## src/rtl/game_pkg.sv

```systemverilog
// Shared constants and types for the game input path: key indices, default
// debounce/repeat timing and the per-key channel state encoding.
package game_pkg;

   localparam int KEY_START = 3;
   localparam int KEY_RESET = 0;

   localparam int DEF_DEBOUNCE_CYCLES = 1_000_000;
   localparam int DEF_REPEAT_DELAY    = 25_000_000;
   localparam int DEF_REPEAT_PERIOD   = 5_000_000;

   typedef enum logic [1:0] {
      IDLE,
      PRESS_WAIT,
      HELD,
      RELEASE_WAIT
   } key_state_t;

   // Bits needed to hold 0..n-1, never less than one.
   function automatic int count_width(input int n);
      return (n > 2) ? $clog2(n) : 1;
   endfunction

endpackage

```

## src/rtl/key_press_conditioner_if.sv

```systemverilog
// Key-side bundle of key_press_conditioner: raw keys and enable in, debounced
// levels and press/release strobes out.
interface key_press_conditioner_if #(
   parameter int NUM_KEYS = 4
);

   logic                enable;
   logic [NUM_KEYS-1:0] key_n;
   logic [NUM_KEYS-1:0] key_held;
   logic [NUM_KEYS-1:0] press_pulse;
   logic [NUM_KEYS-1:0] release_pulse;

   modport master (
      output enable,
      output key_n,
      input  key_held,
      input  press_pulse,
      input  release_pulse
   );

   modport slave (
      input  enable,
      input  key_n,
      output key_held,
      output press_pulse,
      output release_pulse
   );

endinterface

```

## src/rtl/key_debounce_cell.sv

```systemverilog
// One key channel: 2-flop synchronizer, debounce FSM and registered strobes.
// Optional auto-repeat while held is built only when KEY_REPEAT_EN is defined.
module key_debounce_cell
   import game_pkg::*;
#(
   parameter int DEBOUNCE_CYCLES = DEF_DEBOUNCE_CYCLES
`ifdef KEY_REPEAT_EN
   ,
   parameter int REPEAT_DELAY    = DEF_REPEAT_DELAY,
   parameter int REPEAT_PERIOD   = DEF_REPEAT_PERIOD
`endif
) (
   input  logic clock,
   input  logic resetn,
   input  logic key_n,
   output logic held,
   output logic press_strobe,
   output logic release_strobe
);

   localparam int               CNT_W    = count_width(DEBOUNCE_CYCLES);
   localparam logic [CNT_W-1:0] CNT_LAST = CNT_W'(DEBOUNCE_CYCLES - 1);

   logic             sync_a;
   logic             sync_b;
   logic             pressed;
   key_state_t       state;
   logic [CNT_W-1:0] cnt;

`ifdef KEY_REPEAT_EN
   localparam int RPT_W = count_width((REPEAT_DELAY > REPEAT_PERIOD) ? REPEAT_DELAY
                                                                    : REPEAT_PERIOD);
   localparam logic [RPT_W-1:0] RPT_DELAY_LAST  = RPT_W'(REPEAT_DELAY - 1);
   localparam logic [RPT_W-1:0] RPT_PERIOD_LAST = RPT_W'(REPEAT_PERIOD - 1);

   logic [RPT_W-1:0] rpt_cnt;
   logic             rpt_phase;
`endif

   // Synchronizer flops rest at the released (high) pin level.
   always_ff @(posedge clock or negedge resetn) begin
      if (!resetn) begin
         sync_a <= 1'b1;
         sync_b <= 1'b1;
      end else begin
         sync_a <= key_n;
         sync_b <= sync_a;
      end
   end

   assign pressed = ~sync_b;

   always_ff @(posedge clock or negedge resetn) begin
      if (!resetn) begin
         state          <= IDLE;
         cnt            <= '0;
         held           <= 1'b0;
         press_strobe   <= 1'b0;
         release_strobe <= 1'b0;
`ifdef KEY_REPEAT_EN
         rpt_cnt        <= '0;
         rpt_phase      <= 1'b0;
`endif
      end else begin
         press_strobe   <= 1'b0;
         release_strobe <= 1'b0;
         unique case (state)
            IDLE: begin
               if (pressed) begin
                  cnt   <= '0;
                  state <= PRESS_WAIT;
               end
            end
            PRESS_WAIT: begin
               if (!pressed) begin
                  cnt   <= '0;
                  state <= IDLE;
               end else if (cnt == CNT_LAST) begin
                  state        <= HELD;
                  held         <= 1'b1;
                  press_strobe <= 1'b1;
`ifdef KEY_REPEAT_EN
                  rpt_cnt      <= '0;
                  rpt_phase    <= 1'b0;
`endif
               end else begin
                  cnt <= cnt + 1'b1;
               end
            end
            HELD: begin
               // Release detection wins over a repeat falling due in the same cycle.
               if (!pressed) begin
                  cnt   <= '0;
                  state <= RELEASE_WAIT;
               end
`ifdef KEY_REPEAT_EN
               else if (rpt_cnt == (rpt_phase ? RPT_PERIOD_LAST : RPT_DELAY_LAST)) begin
                  press_strobe <= 1'b1;
                  rpt_cnt      <= '0;
                  rpt_phase    <= 1'b1;
               end else begin
                  rpt_cnt <= rpt_cnt + 1'b1;
               end
`endif
            end
            RELEASE_WAIT: begin
               if (pressed) begin
                  cnt   <= '0;
                  state <= HELD;
               end else if (cnt == CNT_LAST) begin
                  state          <= IDLE;
                  held           <= 1'b0;
                  release_strobe <= 1'b1;
`ifdef KEY_REPEAT_EN
                  rpt_cnt        <= '0;
                  rpt_phase      <= 1'b0;
`endif
               end else begin
                  cnt <= cnt + 1'b1;
               end
            end
            default: begin
               cnt   <= '0;
               state <= IDLE;
            end
         endcase
      end
   end

endmodule

```

## src/rtl/key_press_conditioner.sv

```systemverilog
// Debounces NUM_KEYS active-low push-buttons into clean levels and one-cycle
// press/release strobes; KEY_REPEAT_EN adds auto-repeat press strobes while held.
module key_press_conditioner
   import game_pkg::*;
#(
   parameter int NUM_KEYS        = 4,
   parameter int DEBOUNCE_CYCLES = DEF_DEBOUNCE_CYCLES,
   parameter int REPEAT_DELAY    = DEF_REPEAT_DELAY,
   parameter int REPEAT_PERIOD   = DEF_REPEAT_PERIOD
) (
   input  logic                     clock,
   input  logic                     resetn,
   key_press_conditioner_if.slave   bus
);

   logic [NUM_KEYS-1:0] held;
   logic [NUM_KEYS-1:0] press_strobe;
   logic [NUM_KEYS-1:0] release_strobe;

   if (DEBOUNCE_CYCLES < 2 || REPEAT_DELAY < 1 || REPEAT_PERIOD < 1) begin : g_bad_cfg
      $error("key_press_conditioner: invalid timing parameters");
   end

   for (genvar i = 0; i < NUM_KEYS; i++) begin : g_key
      key_debounce_cell #(
         .DEBOUNCE_CYCLES (DEBOUNCE_CYCLES)
`ifdef KEY_REPEAT_EN
         ,
         .REPEAT_DELAY    (REPEAT_DELAY),
         .REPEAT_PERIOD   (REPEAT_PERIOD)
`endif
      ) u_cell (
         .clock          (clock),
         .resetn         (resetn),
         .key_n          (bus.key_n[i]),
         .held           (held[i]),
         .press_strobe   (press_strobe[i]),
         .release_strobe (release_strobe[i])
      );
   end

   // Gating is combinational so a low enable suppresses a strobe in its own cycle.
   assign bus.key_held      = held;
   assign bus.press_pulse   = press_strobe & {NUM_KEYS{bus.enable}};
   assign bus.release_pulse = release_strobe & {NUM_KEYS{bus.enable}};

endmodule

```

## src/flat_wrapper.sv

```systemverilog
// flat-port wrapper written by rule: the top's interface ports become plain ports
module key_press_conditioner_flat import game_pkg::*;
#(
   parameter int NUM_KEYS        = 4,
   parameter int DEBOUNCE_CYCLES = DEF_DEBOUNCE_CYCLES,
   parameter int REPEAT_DELAY    = DEF_REPEAT_DELAY,
   parameter int REPEAT_PERIOD   = DEF_REPEAT_PERIOD
)
  (clock, resetn, bus_enable, bus_key_n, bus_key_held, bus_press_pulse, bus_release_pulse);
  key_press_conditioner_if #(.NUM_KEYS(NUM_KEYS)) bus_i ();
  input  logic clock;
  input  logic resetn;
  input wire logic [$bits(bus_i.enable)-1:0] bus_enable;
  input wire logic [$bits(bus_i.key_n)-1:0] bus_key_n;
  output wire logic [$bits(bus_i.key_held)-1:0] bus_key_held;
  output wire logic [$bits(bus_i.press_pulse)-1:0] bus_press_pulse;
  output wire logic [$bits(bus_i.release_pulse)-1:0] bus_release_pulse;
  assign bus_i.enable = bus_enable;
  assign bus_i.key_n = bus_key_n;
  assign bus_key_held = bus_i.key_held;
  assign bus_press_pulse = bus_i.press_pulse;
  assign bus_release_pulse = bus_i.release_pulse;
  key_press_conditioner #(.NUM_KEYS(NUM_KEYS), .DEBOUNCE_CYCLES(DEBOUNCE_CYCLES), .REPEAT_DELAY(REPEAT_DELAY), .REPEAT_PERIOD(REPEAT_PERIOD)) u_core (.clock(clock), .resetn(resetn), .bus(bus_i));
endmodule
```

## config.mk

```make
export PLATFORM = sky130hd
export DESIGN_NAME = key_press_conditioner_flat
export DESIGN_NICKNAME = d
export VERILOG_FILES = /design/src/rtl/game_pkg.sv /design/src/rtl/key_press_conditioner_if.sv /design/src/rtl/key_debounce_cell.sv /design/src/rtl/key_press_conditioner.sv /design/src/flat_wrapper.sv
export SDC_FILE = /design/constraint.sdc
export NUM_CORES = 1
export LEC_CHECK = 0
export BUFFER_PORTS_ARGS = -buffer_cell sky130_fd_sc_hd__buf_2
export CAP_MARGIN = 20
export CORE_ASPECT_RATIO = 1.75
export CORE_MARGIN = 3
export CORE_UTILIZATION = 45
export DETAILED_ROUTE_END_ITERATION = 12
export SYNTH_ARGS = -nofsm -noshare
export SYNTH_HDL_FRONTEND = slang
export SYNTH_HIERARCHICAL = 1
export SYNTH_SLANG_ARGS = --single-unit
```

## constraint.sdc

```tcl
create_clock -name clock -period 1.8 [get_ports clock]
set_clock_uncertainty 0.05 [all_clocks]
set_input_delay 0.18 -clock clock [delete_from_list [all_inputs] [get_ports clock]]
set_output_delay 0.18 -clock clock [all_outputs]
set_load 0.01 [all_outputs]
```

# After elaboration in Yosys (flattened, before gate mapping)
# Index checks and enable logic that the tools add are counted.
[word_totals]
regBits = 108
out_inout_bits = 12
word_cells = 194
[op_classes]
n_bitwise = 2
muxes = 92
n_eq_ne = 48
n_reduce_logical = 20
n_addsub = 4
[op_table]
columns = ["operator", "count"]
rows = [
  ["2-to-1 mux 20 bit", 20],
  ["one-hot mux 20 bit (4 select lines)", 4],
  ["adder 20 x 1 -> 20 bit (second input constant)", 4],
  ["equality test 20 bit (second input constant)", 4],
  ["2-to-1 mux 2 bit", 24],
  ["inequality test 2 bit (second input constant)", 24],
  ["2-to-1 mux 1 bit", 36],
  ["one-hot mux 2 bit (4 select lines)", 4],
  ["inequality test 3 bit (second input constant)", 8],
  ["AND reduction 5 bit", 4],
  ["equality test 2 bit (second input constant)", 8],
  ["AND reduction 4 bit", 4],
  ["bitwise AND 4 bit", 2],
  ["equality test 2 x 1 -> 1 bit (second input constant)", 4],
  ["logical NOT 2 bit", 4],
  ["one-hot mux 1 bit (2 select lines)", 4],
  ["AND reduction 2 bit", 4],
  ["nonzero test 2 bit", 4],
]

# Logic depth before layout (Yosys ltp)
[depth]
word_depth = 4
depth_mapped = 7
mapped_depth_nobuf = 6

# By module
# The synthesis kept the hierarchy.
[modules_own_cells]
columns = ["module", "area_each_um2", "n_inst", "cells_each"]
rows = [
  ["key_debounce_cell at u_core.g_key[1].u_cell ...", 1468.9, 2, 153],
  ["key_debounce_cell at u_core.g_key[3].u_cell", 1438.9, 1, 150],
  ["key_debounce_cell at u_core.g_key[0].u_cell", 1406.3, 1, 149],
  ["key_press_conditioner", 50.0, 1, 8],
]

# Worst setup path after synthesis
# Ideal clock, no wire load.
[synth_path]
kind = "reg2reg"
start = "register u_core.g_key[3].u_cell.cnt[0]"
end = "register u_core.g_key[3].u_cell.cnt[1]"
n_path_buf = 1
stages_incl_launch_ff = 7
arrival_ns = 1.657
setup_slack_ns = -0.028
setup_ns = 0.122
t_required_ns = 1.628
cell_sequence = "dfrtp_1 -> ha_1 -> nand3_1 -> or2_4 -> or3_1 -> buf_6 -> a32o_1"
[synth_via]
elab_chain_cells = 4
elab_cells_between_ends = 6
cone_classes = "add/sub: 1; eq/ne: 1; mux: 4"
[synth_lines]
columns = ["element", "line", "rtl"]
rows = [
  ["start: declaration", "key_debounce_cell.sv:28", "logic [CNT_W-1:0] cnt;"],
  ["start signal: assignment", "key_debounce_cell.sv:87", "cnt <= cnt + 1'b1;"],
  ["start signal: assignment", "key_debounce_cell.sv:119", "cnt <= cnt + 1'b1;"],
  ["adder 20 x 1 -> 20 bit or equality test 20 bit (tied branches)", "--", ""],
  ["2-to-1 mux 20 bit (*)", "key_debounce_cell.sv:78, key_debounce_cell.sv:110", ""],
  ["2-to-1 mux 20 bit (on tied branches)", "key_debounce_cell.sv:107, key_debounce_cell.sv:75", ""],
  ["one-hot mux 20 bit (4 select lines) (*)", "key_debounce_cell.sv:67", "unique case (state)"],
]
# Every way passes the cells marked *; elsewhere a longest branch is shown, timed or not.
# A chain may end at the register's enable or synchronous reset.

# Final worst setup path
[layout_path]
start = "register u_core.g_key[1].u_cell.cnt[0]"
end = "register u_core.g_key[1].u_cell.cnt[14]"
[layout_via]
elab_chain_cells = 4
elab_cells_between_ends = 6
cone_classes = "add/sub: 1; eq/ne: 1; mux: 4"
[layout_lines]
columns = ["element", "line"]
rows = [
  ["start: declaration", "key_debounce_cell.sv:28"],
  ["start signal: assignment", "key_debounce_cell.sv:87"],
  ["start signal: assignment", "key_debounce_cell.sv:119"],
  ["adder 20 x 1 -> 20 bit or equality test 20 bit (tied branches)", "--"],
  ["2-to-1 mux 20 bit (*)", "key_debounce_cell.sv:78, key_debounce_cell.sv:110"],
  ["2-to-1 mux 20 bit (on tied branches)", "key_debounce_cell.sv:107, key_debounce_cell.sv:75"],
  ["one-hot mux 20 bit (4 select lines) (*)", "key_debounce_cell.sv:67"],
]
# Marks and branches as above.

==> impl_results.md <==
* Post-Synthesis Cells at about 610
* Synth Register Bits at around 110
* Gr ovfl total at 0
* VDD IR-drop max at between 0.5 and 0.6 mV
* Vias in the first global route at roughly 5.2k
* Max FO, Critical Path at 4
* Top-area cell type share of the netlist area at between 40% and 50%
* Synth area leaders: dfrtp_1, o21ai_0, nand3_1
* Vias after detailed routing at 5246
* Fmax at 0.542 GHz
* Initial Util at between 40% and 50%
* Fin cells at around 900
* Violated checks: negative setup slack
* Die Area at ~14000 um2
* WL final at 14400 um
* Post-synth top flop: dfrtp_1
* Final hold vios at 0
* Vert. Die Dim at 157 um
* RSZ-0062 raised after global routing: true
* Setup CP Type: flop to flop
* Most numerous cell in the Yosys netlist: dfrtp_1
* Filler Cells Inserted at 1115
* H-Tree Depth at 3
* DR WL/cell at 16.0 um
* Storage element area at roughly 2700 um2
* Total Power at approximately 5.0 mW
* Max-slew violations at 0
* Total CTS buffers at 9
* Top cells by count, synth: dfrtp_1, o21ai_0, nand2_1
* Crit end category: flop
* Actual slew at the worst max-slew pin at just under 0.6 ns
* Multi-input gate area at approximately 3200 um2
* Row count at between 50 and 60
* Startpoint Class: flop
* Clock slew at reported path FFs at 0.07 ns
* First-pass GRT wire length at ~24000 um
* Final #Nets at approximately 740
* Initial antenna violation count at 0
* Post-synth net total at 624
* Syn-to-layout area delta at 26.7%
* Routed Antenna Nets at 0
* Share of cells above drive strength 1 at around 31%
* Number of max-cap violations at 0
* Status: complete, but fails checks
* DRT Pass-1 Iters at 4
* N_diodes at 0
* Placeable Area at around 13000 um2
* Post-DP HPWL at between 10000 and 15000 um
* Mapped cell area at between 5000 and 6000 um2
* DRC at 0
* Largest net degree at the start of global routing at 43
* Die X at 92.1 um
* PortBufs at 18
* Placed Cells at between 800 and 900
* Setup slack after layout at -0.0441 ns
* Post-synth EDFFs at 0
* Drt via density at between 5 and 6
* Yosys warning total at 6
* Yosys top cell by area: dfrtp_1
* CTS Sinks at between 100 and 150
* Total GRT Usage at roughly a fifth
* Fin crit period at 1.84 ns
* CP Data Required Time at just over 2 ns
* Setup violators final at 2
* Synth unique cells at 67
* Worst path arrival time at approximately 2.1 ns
* Leak at about 3.3 nW
* Syn Area/Cell at between 9 and 10 um2
* Clock Latency Late Sink at ~0.35 ns
* Slew headroom at around 61%
* DRT iter0 DRCs at ~270
* Final period util at 102%
* Sequential area share after synthesis at a little under half
* CTS tree: built
* Worst slack, placed at -0.103 ns
* Power per cell area at 678 nW/um2
* Clock root buffer: clkbuf_16
* IO Pins at 19
* Placer Congestion at between 0.8 and 0.9
* Number of buffers on the longest clock path at 2
* Asr flop ratio synth at 100%
* Hold WC Path Type: primary input to async pin
-- final timing paths --
check	slack, ns	to	from	depth (start not counted)
worst max-delay path	-0.04	u_core/g_key[1].u_cell/cnt[14]	u_core/g_key[1].u_cell/cnt[0]	6
worst min-delay path	0.17	u_core/g_key[3].u_cell/cnt[18]	resetn	2
worst max register to register	-0.04	u_core/g_key[1].u_cell/cnt[14]	u_core/g_key[1].u_cell/cnt[0]	6
worst min register to register	0.31	u_core/g_key[1].u_cell/sync_b	u_core/g_key[1].u_cell/sync_a	0
max in group asynchronous	0.93	u_core/g_key[1].u_cell/sync_b	resetn	3
min in group clock	0.31	u_core/g_key[1].u_cell/sync_b	u_core/g_key[1].u_cell/sync_a	0
-- power breakdown --
| part | internal (mW) | switching [mW] | leakage, nW |
|---|---|---|---|
| Combinational | 0.242 | 0.288 | 1.67 |
| Clock | 0.990 | 0.934 | 0.143 |
| Sequential | 2.50 | 0.0551 | 1.45 |
-- cells in the final DEF (no fill, tap or decap), types with 9 or more instances in the layout --
cell,n
buf_4,95
dfrtp_1,94
o21ai_0,56
nand2_1,43
nand3_1,40
nor2_1,38
nand4_1,31
a21oi_1,23
a31oi_1,20
buf_2,17
and2_1,13
xor2_1,12
or3_1,12
clkbuf_16,9
nor3_2,9
o31ai_1,9
-- flip-flops by register name, summed over array words and instances (netlist names), named ones only --
register,cells
u_core/g_key.u_cell/press_strobe,4
u_core/g_key.u_cell/cnt,80
u_core/g_key.u_cell/held,4
u_core/g_key.u_cell/state,4
u_core/g_key.u_cell/sync_a,4
u_core/g_key.u_cell/sync_b,4
u_core/g_key.u_cell/release_strobe,4
-- timing repair --
item | 4_1_cts | 5_1_grt
gates cloned | 0 | 0
endpoints found under the hold margin | 104 | 0
setup buffers | 0 | 20
pin swaps | 0 | 28
setup endpoints to repair | 16 | 66
resized for setup | 5 | 65
hold buffers | 5 | 0
-- layout make-up --
cell class	count	area share, %
multi-input combinational	472	42.7
sequential	108	36.8
timing repair buffer	127	13.4
clock buffer	10	3.23
tap	168	2.85
clock inverter	6	0.660
inverter	8	0.406
-- worst max-delay path, stage by stage, from the launching register on --
cell and delay (ns):
dfrtp_1 0.36, ha_2 0.21, nand4_1 0.30, nor3_2 0.28
o21ai_2 0.11, or3_1 0.35, a21oi_2 0.14
-- routing by layer --
| layer | up-vias | share of wire, % | global-route usage (%) |
|---|---|---|---|
| li1 | 2538 | - | - |
| met1 | 2608 | 42 | 24.0 |
| met2 | 78 | 54 | 37.4 |
| met3 | 22 | 2.1 | 2.79 |
| met4 | 0 | 2.0 | 8.08 |
| met5 | - | 0 | 0 |
-- logic make-up (layout without fill, tap and decap cells) --
group	Yosys count	in the layout	share of synthesized area, %
AOI/OAI and AO/OA	175	175	18.6
buffers and inverters	33	151	3.22
DFF	108	108	46.5
and+or+nand+nor	271	271	27.4
muxes	3	3	0.536
xor gates and xnor gates	19	19	2.85
adders and majority gates	4	4	0.858
-- per-stage QoR --
stage	area, um2	hold slack [ns]	util (%)	TNS (ns)
2_1_floorplan	5840	-0.166	-	0
3_3_place_gp	6650	-0.0120	52.9	-0.0459
3_5_place_dp	6650	-0.0127	52.9	-0.350
4_1_cts	7010	0.166	55.8	0
5_1_grt	7390	0.183	58.8	-0.806
6_report	7390	0.171	58.8	-0.0648
(Power assumes the default switching activity.)
